$ cat src/rtl/kv_op_controller.sv
// -----------------------------------------------------------------------------
// kv_op_controller
//
// Single-outstanding key-value operation sequencer. It accepts one READ,
// UPSERT, DELETE or CLEAR request at a time, drives the one-hot entry-array
// strobes and returns a status code on a valid/ready response channel.
//
// Ports
//   clk, rst            clock, asynchronous active-high reset
//   req_valid/req_ready request handshake, req_op = operation code
//   used                entry-occupied flags from the array
//   hit, hit_idx        key comparator result (one-hot, lowest bit wins)
//   mem_idx             target entries for the current strobe
//   mem_select          read/compare strobe
//   mem_write           write strobe
//   mem_delete          invalidate strobe
//   rsp_valid/rsp_ready response handshake, rsp_succ/rsp_code = status
//   occupancy           registered popcount of used
//   stat_hits/misses    saturating lookup statistics
//
// Build option
//   KV_CTRL_STATS_EN    when defined, stat_hits/stat_misses count EXEC
//                       outcomes; otherwise both are tied to zero.
// -----------------------------------------------------------------------------
module kv_op_controller #(
  parameter int NUM_ENTRIES = 16,
  parameter int LOOKUP_LAT  = 1,
  parameter int STAT_W      = 16
) (
  input  logic                               clk,
  input  logic                               rst,
  input  logic                               req_valid,
  output logic                               req_ready,
  input  logic [2:0]                         req_op,
  input  logic [NUM_ENTRIES-1:0]             used,
  input  logic                               hit,
  input  logic [NUM_ENTRIES-1:0]             hit_idx,
  output logic [NUM_ENTRIES-1:0]             mem_idx,
  output logic                               mem_select,
  output logic                               mem_write,
  output logic                               mem_delete,
  output logic                               rsp_valid,
  input  logic                               rsp_ready,
  output logic                               rsp_succ,
  output logic [1:0]                         rsp_code,
  output logic [$clog2(NUM_ENTRIES+1)-1:0]   occupancy,
  output logic [STAT_W-1:0]                  stat_hits,
  output logic [STAT_W-1:0]                  stat_misses
);

  // state  | meaning
  // IDLE   | ready for a request
  // LOOKUP | key compare in flight, LOOKUP_LAT cycles
  // EXEC   | one-cycle action on the lookup result
  // CLEAR  | one-cycle invalidate of every used entry
  // RESP   | holding the response until rsp_ready
  typedef enum logic [2:0] {
    S_IDLE,
    S_LOOKUP,
    S_EXEC,
    S_CLEAR,
    S_RESP
  } state_t;

  localparam int OCC_W = $clog2(NUM_ENTRIES + 1);
  localparam int CNT_W = (LOOKUP_LAT > 1) ? $clog2(LOOKUP_LAT) : 1;

  localparam logic [2:0] OP_NOP    = 3'd0;
  localparam logic [2:0] OP_READ   = 3'd1;
  localparam logic [2:0] OP_UPSERT = 3'd2;
  localparam logic [2:0] OP_DELETE = 3'd3;
  localparam logic [2:0] OP_CLEAR  = 3'd4;

  localparam logic [1:0] RC_OK    = 2'd0;
  localparam logic [1:0] RC_MISS  = 2'd1;
  localparam logic [1:0] RC_FULL  = 2'd2;
  localparam logic [1:0] RC_BADOP = 2'd3;

  localparam logic [NUM_ENTRIES-1:0] ONE = NUM_ENTRIES'(1);

  state_t                   state_q;
  logic [2:0]               op_q;
  logic [CNT_W-1:0]         cnt_q;
  logic                     hit_q;
  logic [NUM_ENTRIES-1:0]   hit_idx_q;
  logic                     req_ready_q;
  logic                     rsp_valid_q;
  logic                     rsp_succ_q;
  logic [1:0]               rsp_code_q;
  logic [OCC_W-1:0]         occ_q;
  logic [OCC_W-1:0]         occ_d;

  logic [NUM_ENTRIES-1:0]   hit_low;
  logic [NUM_ENTRIES-1:0]   free_low;
  logic                     full;
  logic [1:0]               exec_code;

  // x & -x isolates the lowest set bit; ~used & (used+1) the lowest clear bit.
  assign hit_low  = hit_idx & (~hit_idx + ONE);
  assign free_low = ~used & (used + ONE);
  assign full     = &used;

  always_comb begin
    mem_select = 1'b0;
    mem_write  = 1'b0;
    mem_delete = 1'b0;
    mem_idx    = '0;
    exec_code  = RC_OK;
    case (state_q)
      S_LOOKUP: mem_select = 1'b1;
      S_EXEC: begin
        case (op_q)
          OP_READ: begin
            if (hit_q) begin
              mem_select = 1'b1;
              mem_idx    = hit_idx_q;
            end else begin
              exec_code = RC_MISS;
            end
          end
          OP_UPSERT: begin
            if (hit_q) begin
              mem_write = 1'b1;
              mem_idx   = hit_idx_q;
            end else if (full) begin
              exec_code = RC_FULL;
            end else begin
              mem_write = 1'b1;
              mem_idx   = free_low;
            end
          end
          OP_DELETE: begin
            if (hit_q) begin
              mem_delete = 1'b1;
              mem_idx    = hit_idx_q;
            end else begin
              exec_code = RC_MISS;
            end
          end
          default: exec_code = RC_BADOP;
        endcase
      end
      S_CLEAR: begin
        mem_delete = 1'b1;
        mem_idx    = used;
      end
      default: ;
    endcase
  end

  always_ff @(posedge clk or posedge rst) begin
    if (rst) begin
      state_q     <= S_IDLE;
      op_q        <= OP_NOP;
      cnt_q       <= '0;
      hit_q       <= 1'b0;
      hit_idx_q   <= '0;
      req_ready_q <= 1'b1;
      rsp_valid_q <= 1'b0;
      rsp_succ_q  <= 1'b0;
      rsp_code_q  <= RC_OK;
    end else begin
      case (state_q)
        S_IDLE: begin
          if (req_valid) begin
            op_q        <= req_op;
            req_ready_q <= 1'b0;
            case (req_op)
              OP_READ, OP_UPSERT, OP_DELETE: begin
                state_q <= S_LOOKUP;
                cnt_q   <= CNT_W'(LOOKUP_LAT - 1);
              end
              OP_CLEAR: state_q <= S_CLEAR;
              default: begin
                state_q     <= S_RESP;
                rsp_valid_q <= 1'b1;
                rsp_succ_q  <= 1'b0;
                rsp_code_q  <= RC_BADOP;
              end
            endcase
          end
        end
        S_LOOKUP: begin
          if (cnt_q == '0) begin
            // A hit flag with an empty index vector is treated as a miss.
            hit_q     <= hit & (|hit_idx);
            hit_idx_q <= hit_low;
            state_q   <= S_EXEC;
          end else begin
            cnt_q <= cnt_q - CNT_W'(1);
          end
        end
        S_EXEC: begin
          state_q     <= S_RESP;
          rsp_valid_q <= 1'b1;
          rsp_succ_q  <= (exec_code == RC_OK);
          rsp_code_q  <= exec_code;
        end
        S_CLEAR: begin
          state_q     <= S_RESP;
          rsp_valid_q <= 1'b1;
          rsp_succ_q  <= 1'b1;
          rsp_code_q  <= RC_OK;
        end
        S_RESP: begin
          if (rsp_ready) begin
            state_q     <= S_IDLE;
            rsp_valid_q <= 1'b0;
            req_ready_q <= 1'b1;
          end
        end
        default: begin
          state_q     <= S_IDLE;
          rsp_valid_q <= 1'b0;
          req_ready_q <= 1'b1;
        end
      endcase
    end
  end

  always_comb begin
    occ_d = '0;
    for (int i = 0; i < NUM_ENTRIES; i++) begin
      occ_d = occ_d + OCC_W'(used[i]);
    end
  end

  always_ff @(posedge clk or posedge rst) begin
    if (rst) begin
      occ_q <= '0;
    end else begin
      occ_q <= occ_d;
    end
  end

`ifdef KV_CTRL_STATS_EN
  logic [STAT_W-1:0] stat_hits_q;
  logic [STAT_W-1:0] stat_misses_q;

  // FULL is a lookup miss, so it lands in stat_misses.
  always_ff @(posedge clk or posedge rst) begin
    if (rst) begin
      stat_hits_q   <= '0;
      stat_misses_q <= '0;
    end else if (state_q == S_EXEC) begin
      if (hit_q) begin
        if (stat_hits_q != '1) stat_hits_q <= stat_hits_q + STAT_W'(1);
      end else begin
        if (stat_misses_q != '1) stat_misses_q <= stat_misses_q + STAT_W'(1);
      end
    end
  end

  assign stat_hits   = stat_hits_q;
  assign stat_misses = stat_misses_q;
`else
  assign stat_hits   = '0;
  assign stat_misses = '0;
`endif

  assign req_ready = req_ready_q;
  assign rsp_valid = rsp_valid_q;
  assign rsp_succ  = rsp_succ_q;
  assign rsp_code  = rsp_code_q;
  assign occupancy = occ_q;

endmodule

$ cat config.mk
export PLATFORM = sky130hd
export DESIGN_NAME = kv_op_controller
export DESIGN_NICKNAME = d
export VERILOG_FILES = /design/src/rtl/kv_op_controller.sv
export SDC_FILE = /design/constraint.sdc
export NUM_CORES = 1
export LEC_CHECK = 0
export ABC_CLOCK_PERIOD_IN_PS = 6600
export CAP_MARGIN = 10
export CORE_MARGIN = 2
export CORE_UTILIZATION = 48
export DETAILED_ROUTE_END_ITERATION = 10
export MAX_ROUTING_LAYER = met4
export PLACE_DENSITY = 0.9
export SLEW_MARGIN = 20
export SYNTH_ARGS = -nofsm -noshare
export SYNTH_HDL_FRONTEND = slang
export SYNTH_SLANG_ARGS = --single-unit
$ cat constraint.sdc
create_clock -name clk -period 6.6 [get_ports clk]
set_input_delay 1.65 -clock clk [delete_from_list [all_inputs] [get_ports clk]]
set_output_delay 1.65 -clock clk [all_outputs]
set_load 0.02 [all_outputs]
==> results of run 1 <==
-- area by class of cell --
type	instances	area, um2	share of cell area (%)
Tap cell	70	87.6	2.70
Sequential cell	33	827	25.5
Inverter	32	120	3.70
Multi-Input combinational cell	200	1430	44.1
Clock buffer	8	90.1	2.78
Timing Repair Buffer	69	688	21.2
-- per-stage QoR --
stage          worst slack (ns)  instances  power (mW)
3_3_place_gp              0.820        404       0.742
2_1_floorplan              1.84        307       0.619
5_1_grt                   0.477        412       0.987
3_5_place_dp              0.770        404       0.762
4_1_cts                   0.634        412       0.922
6_report                  0.589        412       0.918
-- cell families after synthesis --
group / Yosys count / synth area share [%]
AND/OR/NAND/NOR: 76 / 18.2
buffers and inverters: 74 / 15.9
XOR/XNOR: 2 / 0.688
other: 1 / 0.147
adder cells (fa/ha/maj): 17 / 11.3
multiplexers: 7 / 3.00
flip-flops: 33 / 32.5
AO/OA/AOI/OAI: 66 / 18.3
-- where the power goes --
part           internal, mW  switching (mW)  leakage [nW]
Clock                0.0851          0.0753        0.0455
Combinational         0.205           0.222         0.963
Sequential            0.267          0.0633         0.420
-- routing by layer --
metal | up-vias | track usage [%] | share of wire (%)
met4 | 0 | 7.64 | 1.8
met1 | 1049 | 27.9 | 43
met2 | 111 | 35.9 | 48
met5 | - | - | 0
met3 | 14 | 3.76 | 7.2
li1 | 1049 | - | -
-- final timing paths --
path                              from       endpoint  cells after the start
min in group asynchronous          rst   hit_idx_q[5]                      3
setup / recovery               used[2]    mem_idx[13]                      6
setup reg to reg            state_q[1]  hit_idx_q[15]                      4
hold reg to reg            rsp_code[0]    rsp_code[0]                      1
hold / removal             rsp_code[0]    rsp_code[0]                      1
max in group asynchronous          rst      req_ready                      3
-- state kept, by name, indices dropped and copies added, names as in the netlist --
register,count
req_ready,1
op_q,3
occupancy,5
hit_idx_q,16
state_q,3
rsp_code,2
hit_q,1
rsp_succ,1
rsp_valid,1
-- critical path, cell delays in order --
cell	delay, ns
clkdlybuf4s50_1	0.63
nand3_1	0.16
nor3_1	0.37
or4b_1	0.56
o31ai_1	0.33
clkdlybuf4s50_1	0.67
-- placed cells by master (no fill, tap or decap), types with 6 or more instances in the layout --
cell type	netlist	final
conb_1	1	32
nand2_1	16	16
clkdlybuf4s50_1	0	68
o21ai_0	17	17
inv_1	32	32
nand3_1	6	6
a22oi_1	16	16
clkbuf_8	0	6
dfrtp_1	32	32
fa_1	10	10
ha_1	7	7
nor2_1	10	10
==> impl_results.md, run 1 <==
* Status: finished, final reports clean
* H-tree depth at 2
* Antenna violations before repair at 0
* Drt wl/cell at 14.8 um
* Nets at 398
* Diodes inserted at 0
* Drt first-iter violations at 261
* Max IR drop VDD at 0.000132 V
* Most frequent cell after synthesis: buf_4
* EDFF count, synth at 0
* Final core utilization at 63.5%
* GPL Wtd Cong at 0.880
* Vias in the first global route at 2186
* Req. time, crit path at 4.95 ns
* Post-CTS setup buffer count at 0
* Post-DP Area at 3150 um2
* Final Cycle Share at 91.1%
* I/O pins at 101
* Final Cell Area at 3240 um2
* Cell taking the most area after synthesis: dfrtp_1
* Crit path max fanout at 8
* YS warnings at 0
* RSZ-0062 raised after global routing: false
* Starting Density at 49.9%
* Worst Skew at 0.00895 ns
* CTS Hold Buffers Added at 0
* Worst Setup End Kind: output port
* Data arrival, critical path at 4.36 ns
* Fin crit period at 6.01 ns
* Worst Hold Class: register to register
* Syn_area_per_cell at 9.23 um2
* Clock Tree Buf Depth at 2
* First-pass DRT Iterations at 5
* Pins Over Slew Limit at 0
* Clk_lat worst skew at 0.29 ns
* Startpoint Class: primary input
* Setup TNS at 0 ns
* Synthesized area at 2550 um2
* Max_slew headroom at 39.6%
* CTS Buf Count at 5
* PortBufs at 68
* Pleak at 1.43 nW
* Rows at 26
* MaxCap Viol Count at 0
* CTS tree: yes
* CTS Sinks at 33
* Dpl hpwl at 4.74 mm
* FFs w/ async S/R, synth at 100%
* Vias per Instance at 5.40
* Routed wire length at 6.09 mm
* Die area at 5900 um2
* Overflow after GRT at 0
* WHS at 0.481 ns
* Power per Cell Area at 283 nW/um2
* Total track usage at 22.0%
* Most frequent cells after synthesis: buf_4, dfrtp_1, inv_1
* Reg clk slew, reported paths at 0.06 ns
* Sequential area share after synthesis at 32.5%
* Routed vias at 2223
* First-pass GRT wire length at 10.1 mm
* Synth Flop Type: dfrtp_1
* Final setup vio count at 0
* Dominant cells by area after synthesis: dfrtp_1, buf_4, fa_1
* P&R area growth vs syn at 27.4%
* Flop-to-flop setup slack at 4.31 ns
* Cells after synthesis at 276
* Synthesized flop and latch total at 33
* Share of layout cells above drive strength 1 at 5.56%
* Die height at 76.8 um
* Final hold vios at 0
* Top-area cell type share of the netlist area at 31.4%
* Drt drc at 0
* Core Box Area at 5110 um2
* # fillers at 420
* Critical path class: primary input to output port
* Count of cell types in the netlist at 56
* Clock root buffer: clkbuf_8
* Post-CTS sizing at 0
* Die width at 76.8 um
* Max frequency at 166 MHz
* Largest net degree at the start of global routing at 34
* Slew @ Worst Pin at 0.893 ns
* Post-DRT Antenna Nets at 0
No activity file was read; power rests on OpenSTA's default activity.
==> run 2, diff against run 1 <==
--- a/config.mk
+++ b/config.mk
@@ -5,11 +5,12 @@
 export SDC_FILE = /design/constraint.sdc
 export NUM_CORES = 1
 export LEC_CHECK = 0
-export ABC_CLOCK_PERIOD_IN_PS = 6600
+export ABC_CLOCK_PERIOD_IN_PS = 7600
 export CAP_MARGIN = 10
 export CORE_MARGIN = 2
 export CORE_UTILIZATION = 48
 export DETAILED_ROUTE_END_ITERATION = 10
+export HOLD_SLACK_MARGIN = 0.12
 export MAX_ROUTING_LAYER = met4
 export PLACE_DENSITY = 0.9
 export SLEW_MARGIN = 20
==> constraint.sdc (replaced) <==
create_clock -name clk -period 7.6 [get_ports clk]
set_input_delay 1.9 -clock clk [delete_from_list [all_inputs] [get_ports clk]]
set_output_delay 1.9 -clock clk [all_outputs]
set_load 0.05 [all_outputs]
==> impl_results.md, run 2 (synthesis gave the netlist of run 1 again) <==
* Status: finished, final reports clean
* Max frequency at 152 MHz
* First-pass DRT Iterations at 5 (unchanged)
* Final setup vio count at 0 (unchanged)
* Dpl hpwl at 4.71 mm (-0.65%)
* Clk_lat worst skew at 0.29 ns (about the same)
* Vias in the first global route at 2117 (-3.2%)
* Die height at 76.8 um (unchanged)
* Reg clk slew, reported paths at 0.07 ns (about the same)
* Rows at 26 (unchanged)
* CTS Hold Buffers Added at 0 (unchanged)
* Flop-to-flop setup slack at 5.28 ns (+0.97 ns)
* Die width at 76.8 um (unchanged)
* P&R area growth vs syn at 27.4% (unchanged)
* # fillers at 433 (+3.1%)
* Power per Cell Area at 274 nW/um2 (-3.2%)
* RR Endpoint: hit_idx_q[15]
* Most frequent cells in the layout: clkdlybuf4s50_1, inv_1, conb_1, dfrtp_1, o21ai_0
* Routed wire length at 5.98 mm (-1.8%)
* Pins Over Slew Limit at 0 (unchanged)
* Post-CTS setup buffer count at 0 (unchanged)
* Final hold vios at 0 (unchanged)
* Clock Tree Buf Depth at 2 (unchanged)
* Slew @ Worst Pin at 0.867 ns (-0.0263 ns)
* Max reg flops at 16 (unchanged)
* Overflow after GRT at 0 (unchanged)
* Worst Setup End Kind: output port
* Nets at 398 (unchanged)
* WHS Path Cells at 1 (unchanged)
* Die area at 5900 um2 (unchanged)
* Worst Hold Class: register to register
* MaxCap Viol Count at 0 (unchanged)
* Vias per Instance at 5.42 (+0.49%)
* H-tree depth at 2 (unchanged)
* Drt drc at 0 (unchanged)
* CTS Sinks at 33 (unchanged)
* First-pass GRT wire length at 9.89 mm (-2.3%)
* Largest Register: hit_idx_q
* Total track usage at 21.6% (-0.41 points)
* Req. time, crit path at 5.70 ns (+0.75 ns)
* Worst Skew at 0.00529 ns (-0.00367 ns)
* RSZ-0062 raised after global routing: false
* Crit path launch: used[2]
* Startpoint Class: primary input
* Data arrival, critical path at 4.70 ns (+0.34 ns)
* Drt wl/cell at 14.5 um (-1.8%)
* Crit path max fanout at 8 (unchanged)
* Fin crit period at 6.60 ns
* Most common cell after layout, fill and taps aside: clkdlybuf4s50_1
* Setup TNS at 0 ns (unchanged)
* Critical path class: primary input to output port
* Drt first-iter violations at 197 (-25%)
* GPL Wtd Cong at 0.880 (about the same)
* I/O pins at 101 (unchanged)
* Core Box Area at 5110 um2 (unchanged)
* Number of cells on the worst reg-to-reg path at 4 (unchanged)
* Max_slew headroom at 41.4% (+1.8 points)
* PortBufs at 68 (unchanged)
* Post-CTS sizing at 0 (unchanged)
* Post-DRT Antenna Nets at 0 (unchanged)
* WHS at 0.480 ns (-0.000912 ns)
* Pleak at 1.43 nW (unchanged)
* Max IR drop VDD at 0.000122 V (-7.3%)
* Clock root buffer: clkbuf_8
* R2r startpoint: state_q[1]
* Antenna violations before repair at 0 (unchanged)
* Starting Density at 49.9% (unchanged)
* CTS Buf Count at 5 (unchanged)
* Hold EP: rsp_code[0]
* Final Cycle Share at 86.8%
* Largest net degree at the start of global routing at 34 (unchanged)
* Share of layout cells above drive strength 1 at 5.56% (unchanged)
* Beginning of the worst hold path: rsp_code[0]
* Diodes inserted at 0 (unchanged)
* Routed vias at 2234 (+0.49%)
* CTS tree: yes
run 2: cell counts in the layout (fill, tap and decap cells not counted):
Identical to the previous run, type by type.
run 2: worst max path at each step:
stage / cells after the start / slack [ns] / endpoint
final: 6 / 1.0 / mem_idx[13]
after global routing: 6 / 0.80 / mem_idx[13]
after CTS: 7 / 1.02 / mem_idx[13]
after detailed placement: 7 / 1.06 / mem_idx[13]
after global placement: 7 / 1.12 / mem_idx[13]
after floorplan: 5 / 1.69 / mem_write
run 2: stage by stage:
stage	std cells	setup WS (ns)	instance area (um2)	power, mW	utilization (%)
floorplan	307	1.69	2660	0.630	-
global route	412	0.798	3240	0.946	63.5
detailed placement	404	1.06	3150	0.754	61.7
global placement	404	1.12	3150	0.736	61.7
CTS	412	1.02	3240	0.893	63.5
finish	412	1.00	3240	0.889	63.5
run 2: area by class of cell:
class	count	area, um2	share of cell area, %
multi-input cells	200	1430	44.1
flip-flops and latches	33	827	25.5
repair buffers	69	688	21.2
inverters	32	120	3.70
clock buffers	8	90.1	2.78
well taps	70	87.6	2.70
run 2: worst max-delay path, cell delays in order:
cell             delay, ns
clkdlybuf4s50_1       0.63
nand3_1               0.11
nor3_1                0.31
or4b_1                0.55
o31ai_1               0.32
clkdlybuf4s50_1       0.87
run 2: report_power, final:
part | total, mW | switching (mW) | internal [mW]
sequential | 0.286 | 0.0542 | 0.232
combinational | 0.464 | 0.286 | 0.178
clock | 0.139 | 0.0652 | 0.0739
run 2: layer usage:
layer	vias up	share of wire, %	GRT usage, %
li1	1047	-	-
met1	1059	42	27.1
met2	116	48	34.3
met3	12	8.3	5.41
met4	0	1.9	7.27
met5	-	0	-
==> run 3, diff against run 2 <==
--- a/config.mk
+++ b/config.mk
@@ -5,7 +5,7 @@
 export SDC_FILE = /design/constraint.sdc
 export NUM_CORES = 1
 export LEC_CHECK = 0
-export ABC_CLOCK_PERIOD_IN_PS = 7600
+export ABC_CLOCK_PERIOD_IN_PS = 8200
 export CAP_MARGIN = 10
 export CORE_MARGIN = 2
 export CORE_UTILIZATION = 48
==> constraint.sdc (replaced) <==
create_clock -name clk -period 8.2 [get_ports clk]
set_input_delay 2.05 -clock clk [delete_from_list [all_inputs] [get_ports clk]]
set_output_delay 2.05 -clock clk [all_outputs]
set_load 0.05 [all_outputs]
==> impl_results.md, run 3 (synthesis gave the netlist of run 1 again) <==
* Die height at 76.8 um (unchanged)
* Die area at 5900 um2 (unchanged)
* Diodes inserted at 0 (unchanged)
* P&R area growth vs syn at 27.4% (unchanged)
* Core Box Area at 5110 um2 (unchanged)
* CTS tree: yes
* Total track usage at 22.2% (+0.54 points)
* Post-DRT Antenna Nets at 0 (unchanged)
* Max reg flops at 16 (unchanged)
* Routed vias at 2270 (+1.6%)
* Largest Register: hit_idx_q
* Most frequent cells in the layout: clkdlybuf4s50_1, inv_1, conb_1, dfrtp_1, o21ai_0
* Critical path class: primary input to output port
* Hold EP: rsp_code[0]
* First-pass DRT Iterations at 5 (unchanged)
* Status: finished, final reports clean
* Share of layout cells above drive strength 1 at 5.56% (unchanged)
* Worst Skew at 0.00623 ns (+0.000947 ns)
* # fillers at 420 (-3.0%)
* Largest net degree at the start of global routing at 34 (unchanged)
* Slew @ Worst Pin at 0.880 ns (+0.0132 ns)
* Drt drc at 0 (unchanged)
* Setup TNS at 0 ns (unchanged)
* Crit path max fanout at 6 (-2)
* Overflow after GRT at 0 (unchanged)
* Clk_lat worst skew at 0.29 ns (about the same)
* Register area at 827 um2 (unchanged)
* R2r startpoint: state_q[1]
* I/O pins at 101 (unchanged)
* Worst Setup End Kind: output port
* CTS Sinks at 33 (unchanged)
* Startpoint Class: primary input
* Clock root buffer: clkbuf_8
* Fin crit period at 6.92 ns
* CTS Buf Count at 5 (unchanged)
* RSZ-0062 raised after global routing: false
* MaxCap Viol Count at 0 (unchanged)
* Number of cells on the worst reg-to-reg path at 4 (unchanged)
* Most common cell after layout, fill and taps aside: clkdlybuf4s50_1
* PortBufs at 68 (unchanged)
* H-tree depth at 2 (unchanged)
* RR Endpoint: hit_idx_q[15]
* Reg clk slew, reported paths at 0.07 ns (about the same)
* Nets at 398 (unchanged)
* Pins Over Slew Limit at 0 (unchanged)
* Vias in the first global route at 2176 (+2.8%)
* Data arrival, critical path at 4.87 ns (+0.17 ns)
* Worst Hold Class: register to register
* Final setup vio count at 0 (unchanged)
* Routed wire length at 6.15 mm (+2.9%)
* Vias per Instance at 5.51 (+1.6%)
* First-pass GRT wire length at 10.1 mm (+2.5%)
* Max IR drop VDD at 0.000121 V (-0.69%)
* Post-CTS setup buffer count at 0 (unchanged)
* Antenna violations before repair at 0 (unchanged)
* Rows at 26 (unchanged)
* Power per Cell Area at 254 nW/um2 (-7.5%)
* Dpl hpwl at 4.70 mm (-0.37%)
* Drt first-iter violations at 176 (-11%)
* Clock Tree Buf Depth at 2 (unchanged)
* Multi-input logic area at 1430 um2 (unchanged)
* Starting Density at 49.9% (unchanged)
* Post-CTS sizing at 0 (unchanged)
* Beginning of the worst hold path: rsp_code[0]
* Max frequency at 145 MHz
* Die width at 76.8 um (unchanged)
* Req. time, crit path at 6.15 ns (+0.45 ns)
* CTS Hold Buffers Added at 0 (unchanged)
* Max_slew headroom at 40.5% (-0.89 points)
* Final Cycle Share at 84.4%
* Flop-to-flop setup slack at 5.87 ns (+0.59 ns)
* Final hold vios at 0 (unchanged)
* Drt wl/cell at 14.9 um (+2.9%)
* Pleak at 1.43 nW (unchanged)
* Final core utilization at 63.5% (unchanged)
* WHS Path Cells at 1 (unchanged)
* GPL Wtd Cong at 0.880 (about the same)
[run 3: cell counts in the layout (fill, tap and decap cells not counted)]
Identical to the previous run, type by type.
[run 3: cell type report]
| class | instances | area share (%) |
|---|---|---|
| inverter | 32 | 3.70 |
| multi-input combinational | 200 | 44.1 |
| clock buffer | 8 | 2.78 |
| tap | 70 | 2.70 |
| sequential | 33 | 25.5 |
| timing repair buffer | 69 | 21.2 |
[run 3: per-stage QoR]
stage | setup WS (ns) | std cells | hold WS [ns] | power, mW | area [um2]
final | 1.28 | 412 | 0.478 | 0.822 | 3240
after global placement | 1.42 | 404 | 0.467 | 0.683 | 3150
after floorplan | 1.99 | 307 | 0.451 | 0.584 | 2660
after detailed placement | 1.39 | 404 | 0.471 | 0.697 | 3150
after global routing | 1.17 | 412 | 0.518 | 0.876 | 3240
after CTS | 1.32 | 412 | 0.485 | 0.827 | 3240
[run 3: how the worst max path moves through the flow]
| stage | start | to | cells after the start |
|---|---|---|---|
| after detailed placement | used[0] | mem_idx[13] | 7 |
| final | used[0] | mem_idx[11] | 7 |
| after floorplan | used[0] | mem_write | 5 |
| after global routing | used[0] | mem_idx[11] | 7 |
| after global placement | used[0] | mem_idx[13] | 7 |
| after CTS | used[0] | mem_idx[13] | 7 |
[run 3: critical path: stages]
cell and delay [ns]:
clkdlybuf4s50_1 0.51, ha_1 0.30, nand4_1 0.18, nor4_1 0.10, or4b_1 0.54, o21ai_0 0.32
clkdlybuf4s50_1 0.88
[run 3: where the power goes]
part	total (mW)	internal, mW	switching, mW
logic	0.429	0.164	0.265
registers	0.264	0.215	0.0497
clock network	0.129	0.0685	0.0604
total	0.822	0.447	0.375
[run 3: layer usage]
| metal | track usage [%] | up-vias | routed length [um] |
|---|---|---|---|
| li1 | - | 1049 | - |
| met1 | 28.3 | 1053 | 2660 |
| met2 | 34.3 | 146 | 2800 |
| met3 | 4.47 | 22 | 488 |
| met4 | 9.64 | 0 | 201 |
| met5 | - | - | 0 |
